`config.mk`:
```
export PLATFORM = sky130hd
export DESIGN_NAME = hbmc_elastic_fifo
export DESIGN_NICKNAME = d
export VERILOG_FILES = /design/src/rtl/hbmc_elastic_pkg.sv /design/src/rtl/hbmc_sdp_ram.sv /design/src/rtl/hbmc_elastic_fifo.sv
export SDC_FILE = /design/constraint.sdc
export NUM_CORES = 1
export LEC_CHECK = 0
export ABC_AREA = 1
export CAP_MARGIN = 20
export CORE_ASPECT_RATIO = 0.75
export CORE_UTILIZATION = 45
export CTS_CLUSTER_DIAMETER = 30
export DETAILED_ROUTE_END_ITERATION = 10
export PLACE_DENSITY = 0.58
export SLEW_MARGIN = 10
export SYNTH_ARGS = -nofsm -noshare
export SYNTH_HDL_FRONTEND = slang
export SYNTH_HIERARCHICAL = 1
export SYNTH_SLANG_ARGS = --single-unit
```
`constraint.sdc`:
```
create_clock -name clk -period 2.45 [get_ports clk]
set_input_delay 0.49 -clock clk [delete_from_list [all_inputs] [get_ports clk]]
set_output_delay 0.49 -clock clk [all_outputs]
set_load 0.01 [all_outputs]
```
`src/rtl/hbmc_elastic_pkg.sv`:
```
// Shared definitions for the elastic FIFO: state encoding and level-width helper.
package hbmc_elastic_pkg;

    typedef enum logic {
        ST_FILL = 1'b0,
        ST_RUN  = 1'b1
    } fifo_state_e;

    // A level counter must represent 0..DEPTH inclusive.
    function automatic int level_width(input int addr_width);
        return addr_width + 1;
    endfunction

endpackage

```
`src/rtl/hbmc_sdp_ram.sv`:
```
// Simple dual-port storage: one synchronous write port, one asynchronous read port, no reset.
module hbmc_sdp_ram #(
    parameter int DATA_WIDTH = 8,
    parameter int ADDR_WIDTH = 5
) (
    input  logic                  clk,
    input  logic                  we,
    input  logic [ADDR_WIDTH-1:0] waddr,
    input  logic [DATA_WIDTH-1:0] wdata,
    input  logic [ADDR_WIDTH-1:0] raddr,
    output logic [DATA_WIDTH-1:0] rdata
);

    logic [DATA_WIDTH-1:0] mem [2**ADDR_WIDTH];

    always_ff @(posedge clk) begin
        if (we) mem[waddr] <= wdata;
    end

    assign rdata = mem[raddr];

endmodule

```
`src/rtl/hbmc_elastic_fifo.sv`:
```
// Elastic FIFO with pre-fill threshold: output is withheld until START_LEVEL words are buffered.
module hbmc_elastic_fifo
    import hbmc_elastic_pkg::*;
#(
    parameter int DATA_WIDTH  = 8,
    parameter int ADDR_WIDTH  = 5,
    parameter int START_LEVEL = 2,
    parameter int REPRIME     = 1
) (
    input  logic                  clk,
    input  logic                  arst,
    input  logic                  clear,
    input  logic                  din_valid,
    input  logic [DATA_WIDTH-1:0] din,
    output logic                  din_ready,
    output logic [DATA_WIDTH-1:0] dout,
    output logic                  dout_valid,
    input  logic                  dout_ready,
    output logic [ADDR_WIDTH:0]   level,
    output logic                  running,
    output logic                  overflow,
    output logic                  underflow
);

    localparam int LW    = level_width(ADDR_WIDTH);
    localparam int DEPTH = 1 << ADDR_WIDTH;

    fifo_state_e           state_q, state_d;
    logic [LW-1:0]         wr_ptr_q, wr_ptr_d, rd_ptr_q, rd_ptr_d, level_q, level_d;
    logic [LW-1:0]         ram_cnt;
    logic [DATA_WIDTH-1:0] dout_q, dout_d, ram_rdata;
    logic                  out_full_q, out_full_d, dout_valid_q, dout_valid_d;
    logic                  din_ready_q, din_ready_d, ovf_q, ovf_d, unf_q, unf_d;
    logic                  wr_en, pop, load, ram_we;

    always_comb begin
        wr_en        = din_valid & din_ready_q;
        pop          = dout_valid_q & dout_ready;
        ram_cnt      = wr_ptr_q - rd_ptr_q;
        // The output register refills from RAM whenever it is empty or being drained.
        load         = (ram_cnt != '0) & (~out_full_q | pop);
        ram_we       = wr_en & ~clear;
        state_d      = state_q;
        wr_ptr_d     = wr_ptr_q;
        rd_ptr_d     = rd_ptr_q;
        level_d      = level_q;
        dout_d       = dout_q;
        out_full_d   = out_full_q;
        dout_valid_d = dout_valid_q;
        din_ready_d  = din_ready_q;
        ovf_d        = ovf_q;
        unf_d        = unf_q;
        if (clear) begin
            state_d      = ST_FILL;
            wr_ptr_d     = '0;
            rd_ptr_d     = '0;
            level_d      = '0;
            out_full_d   = 1'b0;
            dout_valid_d = 1'b0;
            din_ready_d  = 1'b1;
            ovf_d        = 1'b0;
            unf_d        = 1'b0;
        end else begin
            wr_ptr_d   = wr_ptr_q + LW'(wr_en);
            rd_ptr_d   = rd_ptr_q + LW'(load);
            level_d    = level_q + LW'(wr_en) - LW'(pop);
            out_full_d = load | (out_full_q & ~pop);
            if (load) dout_d = ram_rdata;
            case (state_q)
                ST_FILL: if (level_d >= LW'(START_LEVEL)) state_d = ST_RUN;
                ST_RUN:  if ((REPRIME != 0) && (level_d == '0)) state_d = ST_FILL;
                default: state_d = ST_FILL;
            endcase
            dout_valid_d = (state_d == ST_RUN) & out_full_d;
            din_ready_d  = level_d < LW'(DEPTH);
            ovf_d        = ovf_q | (din_valid & ~din_ready_q);
            unf_d        = unf_q | ((state_q == ST_RUN) & dout_ready & ~dout_valid_q);
        end
    end

    always_ff @(posedge clk or posedge arst) begin
        if (arst) begin
            state_q      <= ST_FILL;
            wr_ptr_q     <= '0;
            rd_ptr_q     <= '0;
            level_q      <= '0;
            dout_q       <= '0;
            out_full_q   <= 1'b0;
            dout_valid_q <= 1'b0;
            din_ready_q  <= 1'b0;
            ovf_q        <= 1'b0;
            unf_q        <= 1'b0;
        end else begin
            state_q      <= state_d;
            wr_ptr_q     <= wr_ptr_d;
            rd_ptr_q     <= rd_ptr_d;
            level_q      <= level_d;
            dout_q       <= dout_d;
            out_full_q   <= out_full_d;
            dout_valid_q <= dout_valid_d;
            din_ready_q  <= din_ready_d;
            ovf_q        <= ovf_d;
            unf_q        <= unf_d;
        end
    end

    hbmc_sdp_ram #(
        .DATA_WIDTH(DATA_WIDTH),
        .ADDR_WIDTH(ADDR_WIDTH)
    ) u_ram (
        .clk  (clk),
        .we   (ram_we),
        .waddr(wr_ptr_q[ADDR_WIDTH-1:0]),
        .wdata(din),
        .raddr(rd_ptr_q[ADDR_WIDTH-1:0]),
        .rdata(ram_rdata)
    );

    assign din_ready  = din_ready_q;
    assign dout       = dout_q;
    assign dout_valid = dout_valid_q;
    assign level      = level_q;
    assign running    = (state_q == ST_RUN);
    assign overflow   = ovf_q;
    assign underflow  = unf_q;

endmodule

```
---- Yosys cells after proc, flatten, opt, wreduce, memory -nomap -nowiden ----
Memories as Yosys holds them, arrays and structs flattened. A register that Yosys moved wholly into a read port is not among the register bits.
Index checks and enable logic that the tools add are counted.
Widths: inputs -> output; s select.
storage, ports and cells
  latch bits .............................. 0
  memories kept ........................... 1
  memory bits (read-only) ................. 0
  logic and storage cells ................. 54
  input port bits ......................... 13
  output and inout bits ................... 19
  RAM bits ................................ 256
  flip-flop bits (word level) ............. 24
operators by class
  reductions and logical operators ........ 3
  $lt $le $gt $ge ......................... 2
  mux-type cells .......................... 15
  equality and inequality tests ........... 0
  $mul .................................... 0
  add/subtract/negate cells ............... 5
  div/mod/pow operators ................... 0
  bitwise operators ....................... 19
  shift operators ......................... 0
memory list
  name       depth  bits a word  read ports  clocked after Yosys merged registers in  wr ports  RTL line            text
  u_ram.mem  32     8            1           1                                        1         hbmc_sdp_ram.sv:14  logic [DATA_WIDTH-1:0] mem [2**ADDR_WIDTH];
operator list
  kind                count
  $add 6x1->6         3
  $mux 6              3
  $mux 1              11
  $and 1x1->1         9
  $ge 6x2->1 const B  1
  $logic_not 6->1     1
  $lt 6x6->1 const B  1
  $not 1->1           6
  $reduce_bool 6->1   1
  $sub 6x1->6         1
  $sub 6x6->6         1
  $or 1x1->1          4
  $pmux 1 s2          1
  $reduce_and 2->1    1

---- Longest topological paths before layout ----
  word-level depth ........................ 9
  mapped depth ............................ 17
  gate-level depth less buffers ........... 16

---- Hierarchy ----
The synthesis kept the hierarchy.
by module, submodules not included
  module             area an instance (um^2)  instances  cells each  sequential area each (um^2)
  hbmc_sdp_ram       10626.4                  1          914         7687.4
  hbmc_elastic_fifo  1824.2                   1          229         800.8

---- Least setup slack after synthesis ----
No wires, ideal clock.
  kind .................................... in2reg
  from .................................... input dout_ready
  to ...................................... register state_q, in the netlist running
  setup slack ............................. 0.289 ns
  cell stages on the path ................. 12
  data required time ...................... 2.334 ns
  data arrival time ....................... 2.045 ns
  path through ............................ nand2_1 -> inv_1 -> ha_1 -> inv_1 -> ha_1 -> fa_1 -> xnor2_1 -> nand2_1 -> nand2_1 -> nand3_2 -> nor2_4 -> inv_1
between the ends
  cells in the longest elaborated chain, start to end .. 7
  elaborated cells on any way between the ends .. 9
  those cells by class .................... 1 x add/sub; 1 x order compare; 5 x mux; 1 x bitwise; 1 x reduce/logical
RTL lines
  what                                                  RTL line                                          text
  start, declared                                       hbmc_elastic_fifo.sv:18                           input logic dout_ready,
  $and 1x1->1 (*)                                       hbmc_elastic_fifo.sv:38                           pop = dout_valid_q & dout_ready;
  $sub 6x1->6 (*)                                       hbmc_elastic_fifo.sv:66                           level_d = level_q + LW'(wr_en) - LW'(pop);
  $ge 6x2->1 / $logic_not 6->1 (equally long branches)  hbmc_elastic_fifo.sv:70, hbmc_elastic_fifo.sv:71
  $mux 1, on equally long branches                      hbmc_elastic_fifo.sv:70, hbmc_elastic_fifo.sv:71
  $pmux 1 s2 (*)                                        hbmc_elastic_fifo.sv:69                           case (state_q)
  $mux 1 (*) (2 in a row)                               hbmc_elastic_fifo.sv:53                           if (clear) begin
  named net state_d                                     hbmc_elastic_fifo.sv:28                           fifo_state_e state_q, state_d;
  end signal, assigned                                  hbmc_elastic_fifo.sv:94                           state_q <= state_d;
  end, declared                                         hbmc_elastic_fifo.sv:28
Mark *: on every way through the listed nets, which the timed path passes. The rest lies on a longest branch. The select of a mux whose other input is x is not followed.

---- Final worst setup path ----
Same ends and word-level chain as after synthesis.

==> flow_summary.json <==
{
  "die_w_um": 194.1,
  "worst-path-buf-inv": 4,
  "p_per_area_mw_per_mm2": 1103,
  "p_seq_share_pct": 34.6,
  "switching_share_pct": 32.03,
  "cp.required_ns": 2.87,
  "cts_hold_buf": 0,
  "antenna_cells": 0,
  "hp-class": "in -> async",
  "avgSynthCellArea_sq_um": 10.89,
  "dr.first_iter.drc_count": 622,
  "cts_tree": "done",
  "multi_input_area_sq_mm": 0.003313,
  "synth_area_leaders": "edfxtp_1 62%, nand2_1 12%, nand3_1 8.6%, dfrtp_1 6.4%, buf_6 2.2%",
  "arrival_ns": 2.64,
  "fmax_mhz": 451.2,
  "max_cap_violations": 0,
  "synth.distinct_cells": 26,
  "drive_gt1_share_pct": 12.79,
  "clk_latency_ns": 0.55,
  "avgRoutedWirePerCell_um": 18.35,
  "p_int_mw": 11.20,
  "coreArea_sq_mm": 0.02707,
  "p_clk_share_pct": 39.1,
  "regToRegSetupSlack_ns": 0.24,
  "post-route-drc-count": 0,
  "tns_ns": 0,
  "start_util_pct": 46.00,
  "dp_slack_ns": -0.3046,
  "num_rows": 52,
  "yosysWarnings": 6,
  "critPathMaxStageDelay_ns": 0.43,
  "yosysTopAreaCellShare_pct": 61.74,
  "ir_worst_vdd_v": 0.0006831,
  "place.gp.congestion": 0.8599,
  "die_y_um": 146.1,
  "vias": 8497,
  "power.switching_mw": 5.276,
  "yosysSeqAreaShare_pct": 68.17,
  "grt_pass1_wl_um": 46480,
  "fin_skew_ns": 0.02283,
  "pwr-share-comb_pct": 26.3,
  "htree_levels": 2,
  "worstSetupPathType": "in -> reg",
  "fill_cells": 2302,
  "clkSinkCount": 288,
  "grt_max_degree": 80,
  "finalHoldViolCount": 0,
  "viasPerCell": 5.229,
  "port_buffers": 31,
  "post_cts_buffers": 0,
  "die_area_sq_mm": 0.02834,
  "start_kind": "input port",
  "antenna_found_initial": 0,
  "synthCells": 1143,
  "critPathTopFamily": "adder cells",
  "area_delta_synth_final_pct": 19.92,
  "slew_headroom_pct": 54.63,
  "io_pins": 32,
  "drt_first_pass_iters": 5,
  "regArea_sq_mm": 0.008493,
  "period_share_pct": 90.45,
  "place_hpwl_um": 17900,
  "cts_resized": 0,
  "nets": 1268,
  "syn_nets": 1172,
  "overflow": 0,
  "ys_ff_latch": 288,
  "grt_pass1_vias": 8108,
  "clkTransAtPathRegs_ns": 0.06,
  "cts_made_buffers": 46,
  "final_max_slew_viol_count": 0,
  "setup_slack_ns": 0.2339,
  "worstMarginPinSlew_ns": 0.6798,
  "drt_wl_total_um": 29830,
  "syn_area_sq_mm": 0.01245,
  "crit_path_cell_trace": "clkdlybuf4s50_1 > nand2_1 > inv_1 > ha_1 > inv_1 > ha_1 > fa_1 > xnor2_1 > nand2_1 > nand2_1 > nand3_2 > nor2_4 > inv_1",
  "cts_root_buffer": "clkbuf_16",
  "setup_violations": 0,
  "slowest_stage": "clkdlybuf4s50_1",
  "status": "finished clean",
  "ant_nets": 0,
  "cp_max_fo": 2,
  "layout_min_cycle_time_ns": 2.216,
  "rsz0062_at_grt": "false",
  "endpoint_kind": "flip-flop",
  "track_usage_pct": 21.61,
  "power_leakage_nw": 5.888,
  "synth_top_area_cell": "edfxtp_1",
  "cts.path.max_buffers": 3
}
[power groups by stage]
stage	logic, mW	clock network, mW	registers, mW
3_5_place_dp	4.33	0	5.79
2_1_floorplan	2.95	0	5.82
4_1_cts	4.36	6.53	5.70
3_3_place_gp	4.28	0	5.79
5_1_grt	4.85	6.76	5.73
6_report	4.34	6.44	5.70
[logic make-up after synthesis]
| logic type | after synthesis | synth area share [%] |
|---|---|---|
| and+or+nand+nor | 705 | 24.09 |
| xor gates and xnor gates | 1 | 0.07036 |
| AOI/OAI and AO/OA | 19 | 0.7838 |
| DFF | 288 | 68.17 |
| adders and majority gates | 16 | 1.668 |
| buffers and inverters | 114 | 5.216 |
[synthesized netlist by cell type]
cell and count:
buf_2 18, nor3_2 1, nor2_2 3, a21oi_1 9, nor2_1 55, nand3_2 3
fa_1 1, clkbuf_1 8, a31oi_1 2, buf_4 5, nand4_1 12, nand2_1 413
ha_1 15, nand3_1 213, nor2_4 2, o21ai_0 6, o21ai_1 2, inv_2 3
inv_1 54, edfxtp_1 256, nand3b_1 1, nand2_2 2, dfrtp_1 32, xnor2_1 1
buf_6 24, buf_1 2
[metal layers]
layer	global-route usage (%)	part of all wire (%)	up-vias
met5	0	0	-
met4	5.556	1.4	0
met3	4.620	6.4	38
met2	31.89	43	232
met1	32.51	49	4118
li1	-	-	4109
[metrics by stage]
step | hold WS [ns] | total power, mW | instance area [sq um] | util (%) | cells
finish | 0.3488 | 16.47 | 14930 | 55.16 | 1625
global placement | 0.4583 | 10.07 | 13390 | 49.47 | 1542
floorplan | 0.4517 | 8.775 | 12450 | - | 1143
CTS | 0.3432 | 16.60 | 14930 | 55.16 | 1625
detailed placement | 0.4592 | 10.12 | 13390 | 49.47 | 1542
global route | 0.3938 | 17.34 | 14930 | 55.16 | 1625
[layout make-up]
class,instances,share of cell area (%)
clock buffer,52,8.003
clock inverter,31,2.321
inverter,57,1.441
multi-input combinational,741,22.19
sequential,288,56.88
tap,351,2.941
timing repair buffer,105,6.218
[state kept, by name (all words and copies together) (netlist names)]
signal / count
overflow: 1
rd_ptr_q: 6
running: 1
dout_valid: 1
out_full_q: 1
u_ram/mem: 256
dout: 8
level: 6
underflow: 1
wr_ptr_q: 6
din_ready: 1
[layout by cell type, fill, tap and decap left out, drive strengths merged, types with 8 or more instances in the layout]
cell type	instances
nand2	415
edfxtp	256
nand3	216
buf	74
nor2	60
inv	60
clkbuf	52
dfrtp	32
clkdlybuf4s50	31
ha	15
clkinv	15
nand4	12
a21oi	9
o21ai	8
[final timing paths]
check                                           from               endpoint  cells after the start
worst min-delay path                            arst  rd_ptr_q[2]$_DFF_PP0_                      2
max in group asynchronous                       arst   dout_valid$_DFF_PP0_                      3
worst max register to register  dout_valid$_DFF_PP0_      running$_DFF_PP0_                     12
worst min register to register   dout[4]$_DFFE_PP0P_    dout[4]$_DFFE_PP0P_                      2
worst max-delay path                      dout_ready      running$_DFF_PP0_                     13
min in group clk                 dout[4]$_DFFE_PP0P_    dout[4]$_DFFE_PP0P_                      2
Power figures use the tool's default switching activity.
